## config.mk

```make
export PLATFORM = sky130hd
export DESIGN_NAME = uart_bus_master
export DESIGN_NICKNAME = d
export VERILOG_FILES = /design/src/rtl/uart_bus_master.sv
export SDC_FILE = /design/constraint.sdc
export NUM_CORES = 1
export LEC_CHECK = 0
export CAP_MARGIN = 20
export CORE_MARGIN = 2
export CORE_UTILIZATION = 57
export CTS_CLUSTER_DIAMETER = 30
export DETAILED_ROUTE_END_ITERATION = 7
export GPL_TIMING_DRIVEN = 0
export HOLD_SLACK_MARGIN = 0.08
export PLACE_DENSITY_LB_ADDON = 0.25
export SLEW_MARGIN = 20
export SYNTH_ARGS = -nofsm -noshare
export SYNTH_HDL_FRONTEND = slang
export SYNTH_SLANG_ARGS = --single-unit
```

## constraint.sdc

```tcl
create_clock -name clk_i -period 4.14 [get_ports clk_i]
set_clock_uncertainty 0.1 [all_clocks]
set_input_delay 0.621 -clock clk_i [delete_from_list [all_inputs] [get_ports clk_i]]
set_output_delay 0.621 -clock clk_i [all_outputs]
set_load 0.01 [all_outputs]
```

## src/rtl/uart_bus_master.sv

```systemverilog
// UART-driven bus master: receives 'W'/'R' commands over 8N1 serial, stalls the core
// via hold_o, performs one word bus access and answers with 'K' or the read word.
module uart_bus_master #(
    parameter int unsigned CLK_DIV = 434
) (
    input  logic        clk_i,
    input  logic        rst_i,
    input  logic        uart_rx,
    output logic        uart_tx,
    output logic        hold_o,
    output logic [31:0] addr_o,
    output logic [31:0] data_o,
    output logic [3:0]  data_w_o,
    input  logic [31:0] data_i
);
    localparam int unsigned CW = $clog2(CLK_DIV + 1);
    localparam logic [CW-1:0] DIV_LAST  = CW'(CLK_DIV - 1);
    localparam logic [CW-1:0] HALF_LAST = CW'(CLK_DIV / 2 - 1);

    // ---------------- receiver ----------------
    typedef enum logic [1:0] {R_IDLE, R_START, R_DATA, R_STOP} rx_state_t;
    rx_state_t rx_state, rx_state_n;

    logic          rx_s1, rx_s2, rx_prev;
    logic [CW-1:0] rx_cnt, rx_cnt_n;
    logic [2:0]    rx_bit, rx_bit_n;
    logic [7:0]    rx_sh, rx_sh_n;
    logic          rx_valid, rx_ferr;

    always_ff @(posedge clk_i) begin
        if (!rst_i) begin
            rx_s1    <= 1'b1;
            rx_s2    <= 1'b1;
            rx_prev  <= 1'b1;
            rx_state <= R_IDLE;
            rx_cnt   <= '0;
            rx_bit   <= '0;
            rx_sh    <= '0;
        end else begin
            rx_s1    <= uart_rx;
            rx_s2    <= rx_s1;
            rx_prev  <= rx_s2;
            rx_state <= rx_state_n;
            rx_cnt   <= rx_cnt_n;
            rx_bit   <= rx_bit_n;
            rx_sh    <= rx_sh_n;
        end
    end

    always_comb begin
        rx_state_n = rx_state;
        rx_cnt_n   = rx_cnt + 1'b1;
        rx_bit_n   = rx_bit;
        rx_sh_n    = rx_sh;
        rx_valid   = 1'b0;
        rx_ferr    = 1'b0;
        case (rx_state)
            R_IDLE: begin
                rx_cnt_n = '0;
                if (rx_prev && !rx_s2) rx_state_n = R_START;
            end
            R_START: begin
                // Line back high at mid start bit means a glitch, not a frame.
                if (rx_cnt == HALF_LAST) begin
                    rx_cnt_n   = '0;
                    rx_bit_n   = '0;
                    rx_state_n = rx_s2 ? R_IDLE : R_DATA;
                end
            end
            R_DATA: begin
                if (rx_cnt == DIV_LAST) begin
                    rx_cnt_n = '0;
                    rx_sh_n  = {rx_s2, rx_sh[7:1]};
                    rx_bit_n = rx_bit + 1'b1;
                    if (rx_bit == 3'd7) rx_state_n = R_STOP;
                end
            end
            R_STOP: begin
                if (rx_cnt == DIV_LAST) begin
                    rx_cnt_n   = '0;
                    rx_valid   = rx_s2;
                    rx_ferr    = !rx_s2;
                    rx_state_n = R_IDLE;
                end
            end
            default: rx_state_n = R_IDLE;
        endcase
    end

    // ---------------- transmitter ----------------
    logic          tx_busy;
    logic [9:0]    tx_sh;
    logic [CW-1:0] tx_cnt;
    logic [3:0]    tx_bit;
    logic          tx_ready, tx_start;
    logic [7:0]    tx_byte;

    // A new byte may load on the very edge that ends the previous stop bit.
    assign tx_ready = !tx_busy || (tx_bit == 4'd9 && tx_cnt == DIV_LAST);
    assign uart_tx  = tx_busy ? tx_sh[0] : 1'b1;

    always_ff @(posedge clk_i) begin
        if (!rst_i) begin
            tx_busy <= 1'b0;
            tx_sh   <= '1;
            tx_cnt  <= '0;
            tx_bit  <= '0;
        end else if (tx_start) begin
            tx_busy <= 1'b1;
            tx_sh   <= {1'b1, tx_byte, 1'b0};
            tx_cnt  <= '0;
            tx_bit  <= '0;
        end else if (tx_busy) begin
            if (tx_cnt == DIV_LAST) begin
                tx_cnt <= '0;
                tx_sh  <= {1'b1, tx_sh[9:1]};
                tx_bit <= tx_bit + 1'b1;
                if (tx_bit == 4'd9) tx_busy <= 1'b0;
            end else begin
                tx_cnt <= tx_cnt + 1'b1;
            end
        end
    end

    // ---------------- command FSM ----------------
    typedef enum logic [2:0] {IDLE, ADDR, DATA, BUS_REQ, BUS_ACC, BUS_RD, RESP, ACK} state_t;
    state_t state, state_n;

    logic [1:0]  cnt, cnt_n;
    logic        is_write, is_write_n;
    logic [31:0] addr_q, data_q, rd_q;
    logic        tail;
    logic        shift_addr, shift_data, latch_rd;

    always_ff @(posedge clk_i) begin
        if (!rst_i) begin
            state    <= IDLE;
            cnt      <= '0;
            is_write <= 1'b0;
            addr_q   <= '0;
            data_q   <= '0;
            rd_q     <= '0;
            tail     <= 1'b0;
        end else begin
            state    <= state_n;
            cnt      <= cnt_n;
            is_write <= is_write_n;
            if (shift_addr) addr_q <= {addr_q[23:0], rx_sh};
            if (shift_data) data_q <= {data_q[23:0], rx_sh};
            if (latch_rd)   rd_q   <= data_i;
            tail <= (state == BUS_ACC && is_write) || state == BUS_RD;
        end
    end

    always_comb begin
        state_n    = state;
        cnt_n      = cnt;
        is_write_n = is_write;
        shift_addr = 1'b0;
        shift_data = 1'b0;
        latch_rd   = 1'b0;
        tx_start   = 1'b0;
        tx_byte    = '0;
        case (state)
            IDLE: begin
                cnt_n = '0;
                if (rx_valid && (rx_sh == 8'h57 || rx_sh == 8'h52)) begin
                    is_write_n = (rx_sh == 8'h57);
                    state_n    = ADDR;
                end
            end
            ADDR: begin
                if (rx_ferr) begin
                    state_n = IDLE;
                end else if (rx_valid) begin
                    shift_addr = 1'b1;
                    cnt_n      = cnt + 2'd1;
                    if (cnt == 2'd3) state_n = is_write ? DATA : BUS_REQ;
                end
            end
            DATA: begin
                if (rx_ferr) begin
                    state_n = IDLE;
                end else if (rx_valid) begin
                    shift_data = 1'b1;
                    cnt_n      = cnt + 2'd1;
                    if (cnt == 2'd3) state_n = BUS_REQ;
                end
            end
            BUS_REQ: begin
                cnt_n = cnt + 2'd1;
                if (cnt == 2'd1) begin
                    cnt_n   = '0;
                    state_n = BUS_ACC;
                end
            end
            BUS_ACC: state_n = is_write ? ACK : BUS_RD;
            BUS_RD: begin
                latch_rd = 1'b1;
                cnt_n    = '0;
                state_n  = RESP;
            end
            RESP: begin
                if (tx_ready) begin
                    tx_start = 1'b1;
                    case (cnt)
                        2'd0:    tx_byte = rd_q[31:24];
                        2'd1:    tx_byte = rd_q[23:16];
                        2'd2:    tx_byte = rd_q[15:8];
                        default: tx_byte = rd_q[7:0];
                    endcase
                    cnt_n = cnt + 2'd1;
                    if (cnt == 2'd3) state_n = IDLE;
                end
            end
            ACK: begin
                if (tx_ready) begin
                    tx_start = 1'b1;
                    tx_byte  = 8'h4B;
                    state_n  = IDLE;
                end
            end
            default: state_n = IDLE;
        endcase
    end

    // hold_o covers BUS_REQ..BUS_RD plus one trailing cycle after the access.
    assign hold_o   = (state == BUS_REQ) || (state == BUS_ACC) || (state == BUS_RD) || tail;
    assign data_w_o = (state == BUS_ACC && is_write) ? 4'b1111 : 4'b0000;
    assign addr_o   = {addr_q[31:2], 2'b00};
    assign data_o   = data_q;

endmodule

```

==> impl_metrics.tcl, run 1 <==
set metrics [dict create \
    async_flop_share 0 \
    synth_area_leaders "dfxtp_1, nand2_1, a21oi_1" \
    synth_area_um2 6420 \
    period_share 0.745 \
    min-delay-start "rx_s1$_SDFF_PN1_" \
    antenna_found_initial 0 \
    cts_resized 0 \
    port_buffers 101 \
    worstSkewPairLatency_ps 430 \
    firstDrtPassIters 8 \
    ir_drop_mv 0.259 \
    violations "design-rule violations" \
    syn_avg_cell_area_um2 8.11 \
    final_layout_size_suffix_gt1_frac 0.0929 \
    path_cells "clkbuf_1 -> clkbuf_1 -> inv_1 -> and3_1 -> buf_4 -> clkdlybuf4s50_1" \
    ys_ff_latch 151 \
    final_cell_area_um2 8260 \
    synth_ff_type "dfxtp_1" \
    setup_ws_ps 1060 \
    rr_startpoint "rx_cnt[0]$_SDFF_PN0_" \
    fin_tns_setup_ps 0 \
    rsz0062_at_grt "no" \
    antenna_cells 0 \
    hold_buffers 0 \
    dieArea_um2 12100 \
    setup_viol 0 \
    syn_inst 792 \
    arrival_ps 2360 \
    seq_area_frac_synth 0.471 \
    routed_wl_um 15300 \
    clkSlewWorstSetupHoldPaths_ps 60 \
    pin_count 105 \
    cp_top_family "buffers and inverters" \
    fin_crit_ps 3080 \
    cts_max_path_buffers 2 \
    synth_largest_area_cell "dfxtp_1" \
    power_leakage_nw 2.92 \
    first_global_vias 5452 \
    grt_use_total 0.257 \
    required_ps 3420 \
    yosysTopAreaCellShare 0.471 \
    vias_per_cell 5.46 \
    hold_class "reg2reg" \
    cts_tree "done" \
    hpwl_um 10700 \
    core-area_um2 10900 \
    critPathBufInv 5 \
    status "finished with violations" \
    drt_iter0_markers 426 \
    grt_pass1_wl_um 24600 \
    post-place-ws_ps 1520 \
    cp-start-kind "register" \
    clock_tree.root_cell "clkbuf_16" \
    initial_core_util 0.587 \
    cts_setup_buffers 0 \
    synth-edff-count 0 \
    die_h_um 110 \
    grt_max_degree 17 \
    syn2layout_area_growth_pct 28.6 \
    drc 25 \
    vias 5819 \
    cpMostUsedCell "clkbuf_1" \
    cpMaxStageDelayCell "clkdlybuf4s50_1" \
    ys_warn_count 0 \
    cts-buffers-inserted 17 \
    slew_headroom 0.543 \
    power_density_nw_per_um2 427 \
    placed_area_um2 7610 \
    place.gp.congestion 0.898 \
    synth.most_common_cell "nand2_1" \
    cp_max_fo 10 \
    synth_cell_type_count 56 \
    worstSetupPathType "reg2out" \
    cts_max_level 4 \
    fmax_mhz 324 \
    fp-row-count 38 \
    endpoint_kind "output port" \
    overflow 0 \
    chipWidth_um 110 \
    clock_sinks 151 \
    finish.net_count 961 \
    final_max_slew_viol_count 0 \
    worstMarginPinSlew_ps 686 \
    timing.max_cap.violations 0 \
    startpoint "state[0]$_SDFFE_PN0P_" \
    finalHoldViolCount 0 \
    worst_path_largest_cell_delay_ps 460 \
    post_drt_wl_per_cell_um 14.3 \
    synth_commonest_cells "nand2_1, dfxtp_1, a21oi_1" \
    final_antenna_net_count 0 \
]
[worst reg2reg max path: stages, from the launching register on]
cell and delay [ps]:
dfxtp_1 390, ha_1 170, nand4bb_1 240, or3_1 530, nor3_1 470, buf_2 320, nand2_1 90, a21oi_1 160
[metal layers]
layer | share of wire | up-vias | GRT usage
li1 | - | 2876 | -
met1 | 0.42 | 2721 | 0.311
met2 | 0.51 | 201 | 0.448
met3 | 0.050 | 21 | 0.0547
met4 | 0.017 | 0 | 0.0982
met5 | 0 | - | 0
[layout make-up]
class                   instances  area, um2
repair buffers                101       1010
inverters                      12       45.0
multi-input cells             545       2890
well taps                     140        175
clock inverters                15        224
flip-flops and latches        151       3020
clock buffers                  17        425
fillers                       801       2680
plain buffers                  85        469
[per-stage QoR]
step	hold WS (ps)	cells	utilization	power, mW
after global routing	364	1066	0.755	3.64
after CTS	343	1066	0.755	3.53
after floorplan	286	793	-	1.76
final	339	1066	0.755	3.53
after global placement	320	1034	0.696	1.85
after detailed placement	329	1034	0.696	1.86
[logic make-up (layout without fill, tap and decap cells)]
family | after synthesis | after routing | synth area share
AND/OR/NAND/NOR | 339 | 339 | 0.220
AO/OA/AOI/OAI | 160 | 160 | 0.158
flip-flops | 151 | 151 | 0.471
buffers and inverters | 97 | 230 | 0.0801
XOR/XNOR | 18 | 18 | 0.0246
adder cells (fa/ha/maj) | 13 | 13 | 0.0253
multiplexers | 13 | 13 | 0.0203
other | 1 | 2 | 0.000584
[worst paths after layout]
check	endpoint	slack, ps	cells past startpoint
worst max-delay path	data_w_o[1]	1060	6
worst min-delay path	rx_s2$_SDFF_PN1_	340	1
worst max register to register	addr_q[22]$_SDFFE_PN0P_	1600	7
worst min register to register	rx_s2$_SDFF_PN1_	340	1
[sequential cells by signal (all words and copies together) (netlist names), 2 cells and up, named ones only]
| signal | count |
|---|---|
| addr_q | 32 |
| cnt | 2 |
| data_o | 32 |
| rd_q | 32 |
| rx_bit | 3 |
| rx_cnt | 9 |
| rx_sh | 8 |
| state | 3 |
| tx_bit | 4 |
| tx_cnt | 9 |
| tx_sh | 9 |
[power breakdown]
group          leakage [nW]  internal (mW)  switching (mW)  total (mW)
clock network         0.314           1.07           0.611        1.68
logic                  1.39          0.131           0.228       0.360
registers              1.22           1.47          0.0122        1.49
total                  2.92           2.68           0.851        3.53
[layout by cell type, fill, tap and decap left out, types with 13 or more instances in the layout]
| cell type | count |
|---|---|
| a21oi_1 | 103 |
| mux2i_1 | 13 |
| clkbuf_1 | 39 |
| nand2_1 | 222 |
| buf_4 | 35 |
| clkdlybuf4s50_1 | 101 |
| clkbuf_16 | 17 |
| ha_1 | 13 |
| dfxtp_1 | 151 |
| nor2_1 | 60 |
| nand3_1 | 13 |
Power figures use the tool's default switching activity.
==> run 2: changes to the inputs <==
CORE_UTILIZATION = 53   (was 57)
clock period = 3.2 ns   (was 4.14 ns; I/O delays follow)
==> run 2 against run 1 <==
Effect of this change: the flow now finishes without violations; worst setup slack worse by 830 ps; critical path type unchanged; die area is 7.3% higher; combinational power is 31% higher; design area is 0.50% lower; critical path depth stayed put; global-route usage is 2.8 points lower; power is 25% higher; highest routed layer unchanged.
==> impl_metrics.tcl, run 2 (same netlist as run 1, synthesis figures left out) <==
set metrics [dict create \
    final_antenna_net_count 0 \
    hold_class "in2reg" \
    cts_resized 0 \
    clock_sinks 151 \
    grt_pass1_wl_um 23900 \
    hpwl_um 10100 \
    rsz0062_at_grt "no" \
    cts_max_level 4 \
    firstDrtPassIters 6 \
    port_buffers 101 \
    finalHoldViolCount 0 \
    period_share 0.929 \
    endpoint_kind "output port" \
    routed_wl_um 14700 \
    required_ps 2620 \
    power_density_nw_per_um2 537 \
    cts_setup_buffers 0 \
    place.gp.congestion 0.849 \
    initial_core_util 0.539 \
    final_cells 1072 \
    cts-buffers-inserted 17 \
    dieArea_um2 13000 \
    fp-row-count 40 \
    final_layout_size_suffix_gt1_frac 0.0886 \
    drc 0 \
    pin_count 105 \
    clock_tree.root_cell "clkbuf_16" \
    utilization 0.690 \
    vias 5714 \
    worstSetupPathType "reg2out" \
    vias_per_cell 5.33 \
    cts_tree "done" \
    hold_buffers 0 \
    layout_commonest_cell "nand2_1" \
    antenna_cells 0 \
    post_drt_wl_per_cell_um 13.7 \
    first_global_vias 5165 \
    final_max_slew_viol_count 0 \
    chipWidth_um 114 \
    ir_drop_mv 0.381 \
    syn2layout_area_growth_pct 28.0 \
    antenna_found_initial 0 \
    arrival_ps 2390 \
    die_h_um 114 \
    timing.max_cap.violations 0 \
    overflow 0 \
    fmax_mhz 336 \
    power_leakage_nw 2.90 \
    status "completed" \
    grt_max_degree 17 \
    final_cell_mix "nand2_1, dfxtp_1, a21oi_1" \
    slew_headroom 0.538 \
    grt_use_total 0.229 \
    cp-start-kind "register" \
    worstMarginPinSlew_ps 693 \
    fin_tns_setup_ps 0 \
    fin_crit_ps 2970 \
    finish.net_count 961 \
    placed_cells 1041 \
    cts_max_path_buffers 2 \
    worstSkewPairLatency_ps 420 \
    setup_viol 0 \
    core-area_um2 11900 \
    cp_max_fo 10 \
    drt_iter0_markers 414 \
    clkSlewWorstSetupHoldPaths_ps 60 \
]
-- run 2: cell count changes in the layout (fill, tap and decap cells not counted), sizes merged --
cell      before  now
clkbuf        56   62
clkinv         6    5
clkinvlp       2    1
bufinv         5    3
inv           14   11
-- run 2: final cells by class --
class                   instances  area (um2)
well taps                     147         184
repair buffers                101        1010
flip-flops and latches        151        3020
plain buffers                  85         469
clock inverters                 8         121
fillers                      1019        3690
inverters                      12        45.0
multi-input cells             545        2890
clock buffers                  23         478
-- run 2: final timing paths --
kind | cells after the start | endpoint | slack (ps) | startpoint
worst max-delay path | 6 | data_w_o[2] | 230 | state[0]$_SDFFE_PN0P_
worst min-delay path | 2 | rx_s1$_SDFF_PN1_ | 330 | rst_i
worst max register to register | 7 | addr_q[29]$_SDFFE_PN0P_ | 710 | rx_cnt[0]$_SDFF_PN0_
worst min register to register | 1 | rx_s2$_SDFF_PN1_ | 330 | rx_s1$_SDFF_PN1_
-- run 2: critical path: stages, from the launching register on --
cell and delay (ps):
dfxtp_1 300, clkbuf_1 290, clkbuf_1 390, inv_1 100, and3_1 260, buf_4 170
clkdlybuf4s50_1 470
-- run 2: stage by stage --
stage | area, um2 | total power [mW] | setup slack (ps) | hold WS [ps]
3_5_place_dp | 7620 | 2.42 | 669 | 333
4_1_cts | 8220 | 4.42 | 221 | 328
2_1_floorplan | 6420 | 2.27 | 979 | 286
6_report | 8220 | 4.41 | 228 | 327
3_3_place_gp | 7620 | 2.40 | 686 | 320
5_1_grt | 8220 | 4.57 | 123 | 357
-- run 2: layer usage --
layer  vias to the layer above  part of all wire  GRT usage  routed length (um)
met2                       162              0.49      0.377                7150
met5                         -                 0          0                   0
met4                         0             0.015     0.0837                 227
met1                      2644              0.45      0.296                6610
li1                       2886                 -          -                   -
met3                        22             0.045     0.0503                 666
-- run 2: power breakdown --
group | internal (mW) | total (mW) | leakage (nW) | switching [mW]
Clock | 1.28 | 2.02 | 0.293 | 0.738
Combinational | 0.171 | 0.470 | 1.39 | 0.300
Sequential | 1.91 | 1.92 | 1.22 | 0.0141
==> patch 1 (flow settings as in run 2) <==
The 4 states of `rx_state_t` get a Gray code encoding in 2 bits.
--- a/src/rtl/uart_bus_master.sv
+++ b/src/rtl/uart_bus_master.sv
@@ -18,7 +18,7 @@
     localparam logic [CW-1:0] HALF_LAST = CW'(CLK_DIV / 2 - 1);
 
     // ---------------- receiver ----------------
-    typedef enum logic [1:0] {R_IDLE, R_START, R_DATA, R_STOP} rx_state_t;
+    typedef enum logic [1:0] {R_IDLE = 2'b00, R_START = 2'b01, R_DATA = 2'b11, R_STOP = 2'b10} rx_state_t;
     rx_state_t rx_state, rx_state_n;
 
     logic          rx_s1, rx_s2, rx_prev;
Formal check against the unedited RTL: same outputs for any inputs over 10 cycles, from zero or initial values and one cycle with rst_i low; not proved beyond that.
==> patch 1 against run 2 <==
- design area up 2.1%
- synthesized area grew 2.0%
- critical endpoint is now data_w_o[3]
- critical path depth is 1 lower
- sequential cell count unchanged
- routed wire length is 2.6% higher
- worst setup slack worse by 23 ps
- first-iteration DRC count up 39%
- maximum frequency shrank 0.77%
Power is not compared: it rests on default switching activity, and its combinational part moved more than twofold at a synthesized area within 25%.
==> patch 1: results (changes against run 2) <==
stage	metric	value	unit	change
status	outcome	finished clean		
synthesis	syn_inst	816		+3.0%
routing	drt_iter0_drc	574		+39%
routing	drt_first_pass_iters	7		+1
cts	ctsLongestPathBuffers	2		unchanged
setup_path	worstPathArrival	2420	ps	+30 ps
global_routing	grt_pass1_vias	5115		-0.97%
global_routing	gr-usage-all-layers	23.0	%	+0.061 points
routing	post_drt_via_cell_ratio	5.27		-1.1%
synthesis	synth_cell_types	61		+8.9%
synthesis	yosysWarningCount	0		unchanged
global_routing	met3_usage	5.01	%	-0.021 points
routing	met2_length	6980	um	-2.5%
synthesis	synth-seq-area-share	46.2	%	-0.92 points
layout	antenna_cells	0		unchanged
cts	ctsResizeCount	0		unchanged
worst_hold_path	hp-class	reg2reg		
synthesis	synth_fa_ha_area_share	2.48	%	-0.049 points
synthesis	synthFlopType	dfxtp_1		
worst_hold_path	hold_start	rx_s1		
global_routing	met2_usage	36.0	%	-1.8 points
layout	fin_nets	986		+2.6%
placement	portBuffers	102		+0.99%
layout	drive_above_1_share	9.58	%	+0.71 points
cts	h-tree-depth	4		unchanged
setup_path	ff2ff_setup_slack	610	ps	-100 ps
setup_path	worst-path-max-fanout	10		unchanged
synthesis	synthMuxAreaShare	1.55	%	-0.48 points
timing	worst_pin_slew	651	ps	-41.2 ps
cts	cts.clk_slew.worst_paths	60	ps	about the same
setup_path	r2r-start	rx_cnt[0]		
routing	routed_wl	15000	um	+2.6%
synthesis	synth-compound-area-share	15.0	%	-0.79 points
cts	cts_buffers	17		unchanged
synthesis	ys_top_cells_by_area	dfxtp_1 46%, nand2_1 13%, a21oi_1 8.7%		
setup_path	r2r-end	data_o[31]		
placement	dp_hpwl	10600	um	+4.9%
routing	routed-wl-met3	870	um	+31%
routing	post_drt_wl_per_cell	13.7	um	+0.21%
placement	gp_congestion	0.907		+6.8%
placement	place_inst	1066		+2.4%
synthesis	synthTopCellsByCount	232 x nand2_1, 151 x dfxtp_1, 114 x a21oi_1		
routing	m1WireLength	7000	um	+5.9%
power_and_ir_drop	p_leak	2.91	nW	
placement	place_ws	493	ps	-176 ps
worst_hold_path	hold_depth	1		-1
worst_hold_path	hold_end	rx_s2		
global_routing	grt_pass1_wl	24200	um	+1.2%
global_routing	antenna_found_initial	0		unchanged
cts	postCtsSetupRepairBufs	0		unchanged
timing	period_minus_slack	3000	ps	+23.2 ps
global_routing	met1_usage	31.5	%	+1.8 points
synthesis	synthXorXnorAreaFrac	2.41	%	-0.048 points
## patch 1: changes by cell type in the layout (fill, tap and decap cells not counted), moves of 4 or more
cell       change
a21oi_1       +11
a311o_1        -4
clkbuf_1       -4
inv_1          +5
mux2i_1        -4
nand2_1       +10
nand3_1       +10
nor2_1        -15
o2111ai_1      -8
## patch 1: final cells by class
| type | count | area (um2) |
|---|---|---|
| inverter | 16 | 60.1 |
| clock buffer | 20 | 457 |
| multi-input combinational | 564 | 2980 |
| timing repair buffer | 102 | 1020 |
| buffer | 86 | 495 |
| clock inverter | 11 | 171 |
| sequential | 151 | 3020 |
| fill | 1001 | 3620 |
| tap | 147 | 184 |
## patch 1: power by group through the flow
stage	Sequential (W)	Clock [W]	Combinational [W]
floorplan	0.00193	0	0.0000370
global placement	0.00193	0	0.0000938
detailed placement	0.00193	0	0.0000946
CTS	0.00188	0.00215	0.0000952
global route	0.00188	0.00223	0.000103
finish	0.00188	0.00213	0.0000946
## patch 1: worst max path at each step
stage,cells past startpoint,end,from
final,5,data_w_o[3],state[2]
after global routing,5,data_w_o[2],state[2]
after CTS,5,data_w_o[3],state[2]
after detailed placement,5,data_w_o[3],state[2]
after global placement,5,data_w_o[3],state[2]
after floorplan,5,state[0],tx_cnt[2]
## patch 1: per-stage QoR
step,hold WS (ps),area (um2),utilization (%),power [W]
final,310,8390,69.8,0.00411
after detailed placement,295,7760,64.6,0.00202
after global routing,331,8390,69.8,0.00422
after CTS,312,8380,69.8,0.00413
after global placement,293,7760,64.6,0.00202
after floorplan,286,6550,-,0.00196
## patch 1: critical path, stage by stage, from the launching register on
cell	delay, ps
dfxtp_1	440
clkbuf_1	340
nand2_1	160
nor3_2	350
buf_4	180
clkdlybuf4s50_1	520
==> patch 2 (settings of run 2) <==
Without the edit above. `CLK_DIV`: 434 -> 868.
--- a/src/rtl/uart_bus_master.sv
+++ b/src/rtl/uart_bus_master.sv
@@ -1,7 +1,7 @@
 // UART-driven bus master: receives 'W'/'R' commands over 8N1 serial, stalls the core
 // via hold_o, performs one word bus access and answers with 'K' or the read word.
 module uart_bus_master #(
-    parameter int unsigned CLK_DIV = 434
+    parameter int unsigned CLK_DIV = 868
 ) (
     input  logic        clk_i,
     input  logic        rst_i,
Function: no difference found for any inputs over 10 cycles, from zero or initial values and one cycle with rst_i low; that may be too few to reach the edited logic, so the function may still have changed.
==> patch 2 against run 2 <==
- design area rose by 3.2%
- routed wire length rose by 3.3%
- worst setup slack worse by 150 ps
- sequential cell count increased by 2
- synthesized area is 4.2% higher
- critical path depth up 4
- register-to-register slack worse by 630 ps
- global-route usage fell by 0.13 points
- highest routed layer unchanged
Power is not compared: it rests on default switching activity, and its combinational part moved more than twofold at a synthesized area within 25%.
==> patch 2: results (changes against run 2) <==
stage	metric	value	unit	change
routing	vias	5735		+0.37%
synthesis	synthTopCellsByCount	190 x nand2_1, 153 x dfxtp_1, 86 x a21oi_1		
setup_path	r2r-end	data_o[12]		
placement	dp_hpwl	10700	um	+5.8%
global_routing	grt_pass1_wl	24200	um	+1.4%
setup_path	worstPathArrival	3290	ps	+900 ps
placement	place_ws	89.5	ps	-579 ps
synthesis	synth_cell_types	53		-5.4%
global_routing	grt_pass1_vias	5198		+0.64%
synthesis	ys_top_cells_by_area	dfxtp_1 46%, nand2_1 11%, a21oi_1 6.4%		
synthesis	synth-seq-area-share	45.8	%	-1.3 points
global_routing	gr-usage-all-layers	22.8	%	-0.13 points
routing	m1WireLength	7160	um	+8.3%
routing	routed_wl	15100	um	+3.3%
setup_path	r2r_cells	10		+3
synthesis	yosysWarningCount	0		unchanged
timing	timing.hold.ws	283	ps	-43.8 ps
setup_path	crit_slowest_cell	or4_4		
status	outcome	finished clean		
timing	slew_viol_final	0		unchanged
setup_path	r2r-start	rx_cnt[3]		
routing	routed-wl-met3	794	um	+19%
timing	worst_pin_slew	816	ps	+124 ps
setup_path	ff2ff_setup_slack	80	ps	-630 ps
placement	gp_congestion	0.831		-2.1%
layout	n_fill_cell	1070		+5.0%
synthesis	synth_seq_cells	153		+1.3%
setup_path	max_stage_delay	530	ps	+60 ps
routing	met2_length	7010	um	-2.0%
==> patch 2: how the worst max path moves through the flow <==
stage	from	end	slack [ps]	depth (start not counted)
finish	rx_cnt[3]	data_o[12]	80	10
global route	rx_cnt[3]	addr_q[22]	0.03	9
CTS	state[2]	data_w_o[3]	60	6
detailed placement	rx_cnt[8]	data_o[12]	90	10
global placement	rx_cnt[8]	data_o[30]	100	10
floorplan	rx_cnt[3]	data_o[10]	240	10
==> patch 2: timing repair <==
item | in CTS | in global routing
cloned | 0 | 0
pin swaps | 0 | 1
resized for setup | 4 | 4
endpoints found under the setup margin | 5 | 11
==> patch 2: area by class of cell <==
type                    count  area, um2  area share, %
flip-flops and latches    153       3060           36.1
multi-input cells         548       3060           36.1
repair buffers            101       1010           11.9
plain buffers              85        528           6.23
clock buffers              26        499           5.89
well taps                 172        215           2.54
inverters                  15       56.3          0.664
clock inverters             3       40.0          0.472
==> patch 2: per-stage QoR <==
| step | total power, W | util (%) | area (um2) | instances |
|---|---|---|---|---|
| floorplan | 0.00199 | - | 6700 | 802 |
| global placement | 0.00205 | 63.6 | 7920 | 1075 |
| detailed placement | 0.00205 | 63.6 | 7920 | 1075 |
| CTS | 0.00388 | 68.0 | 8480 | 1104 |
| global route | 0.00397 | 68.0 | 8480 | 1103 |
| finish | 0.00385 | 68.0 | 8480 | 1103 |
==> patch 2: power by group through the flow <==
stage          combinational, W  sequential [W]  clock, W
6_report              0.0000951         0.00191   0.00184
5_1_grt                0.000103         0.00191   0.00196
4_1_cts               0.0000950         0.00191   0.00188
3_5_place_dp          0.0000942         0.00195         0
3_3_place_gp          0.0000940         0.00195         0
2_1_floorplan         0.0000383         0.00195         0
==> patch 2: cells by family (layout without fill, tap and decap cells) <==
| group | after synthesis | count (layout) | synth area share, % |
|---|---|---|---|
| simple gates | 334 | 334 | 22.6 |
| buf+inv | 101 | 230 | 8.67 |
| compound gates | 162 | 162 | 15.3 |
| xor+xnor | 20 | 20 | 2.62 |
| mux | 19 | 19 | 2.92 |
| flops | 153 | 153 | 45.8 |
| fa+ha+maj | 11 | 11 | 2.06 |
| other cells | 1 | 2 | 0.0560 |
==> patch 2: per-layer routing <==
layer | global-route usage [%] | vias up
met2 | 36.2 | 161
li1 | - | 2899
met4 | 7.54 | 0
met1 | 30.3 | 2654
met3 | 6.02 | 21
met5 | 0 | -
==> patch 2: worst max-delay path, delay by kind of cell, from the launching register on <==
| kind | cells | cell delay [ps] |
|---|---|---|
| compound gates | 1 | 70 |
| buf+inv | 4 | 630 |
| simple gates | 5 | 1860 |
| flops | 1 | 330 |
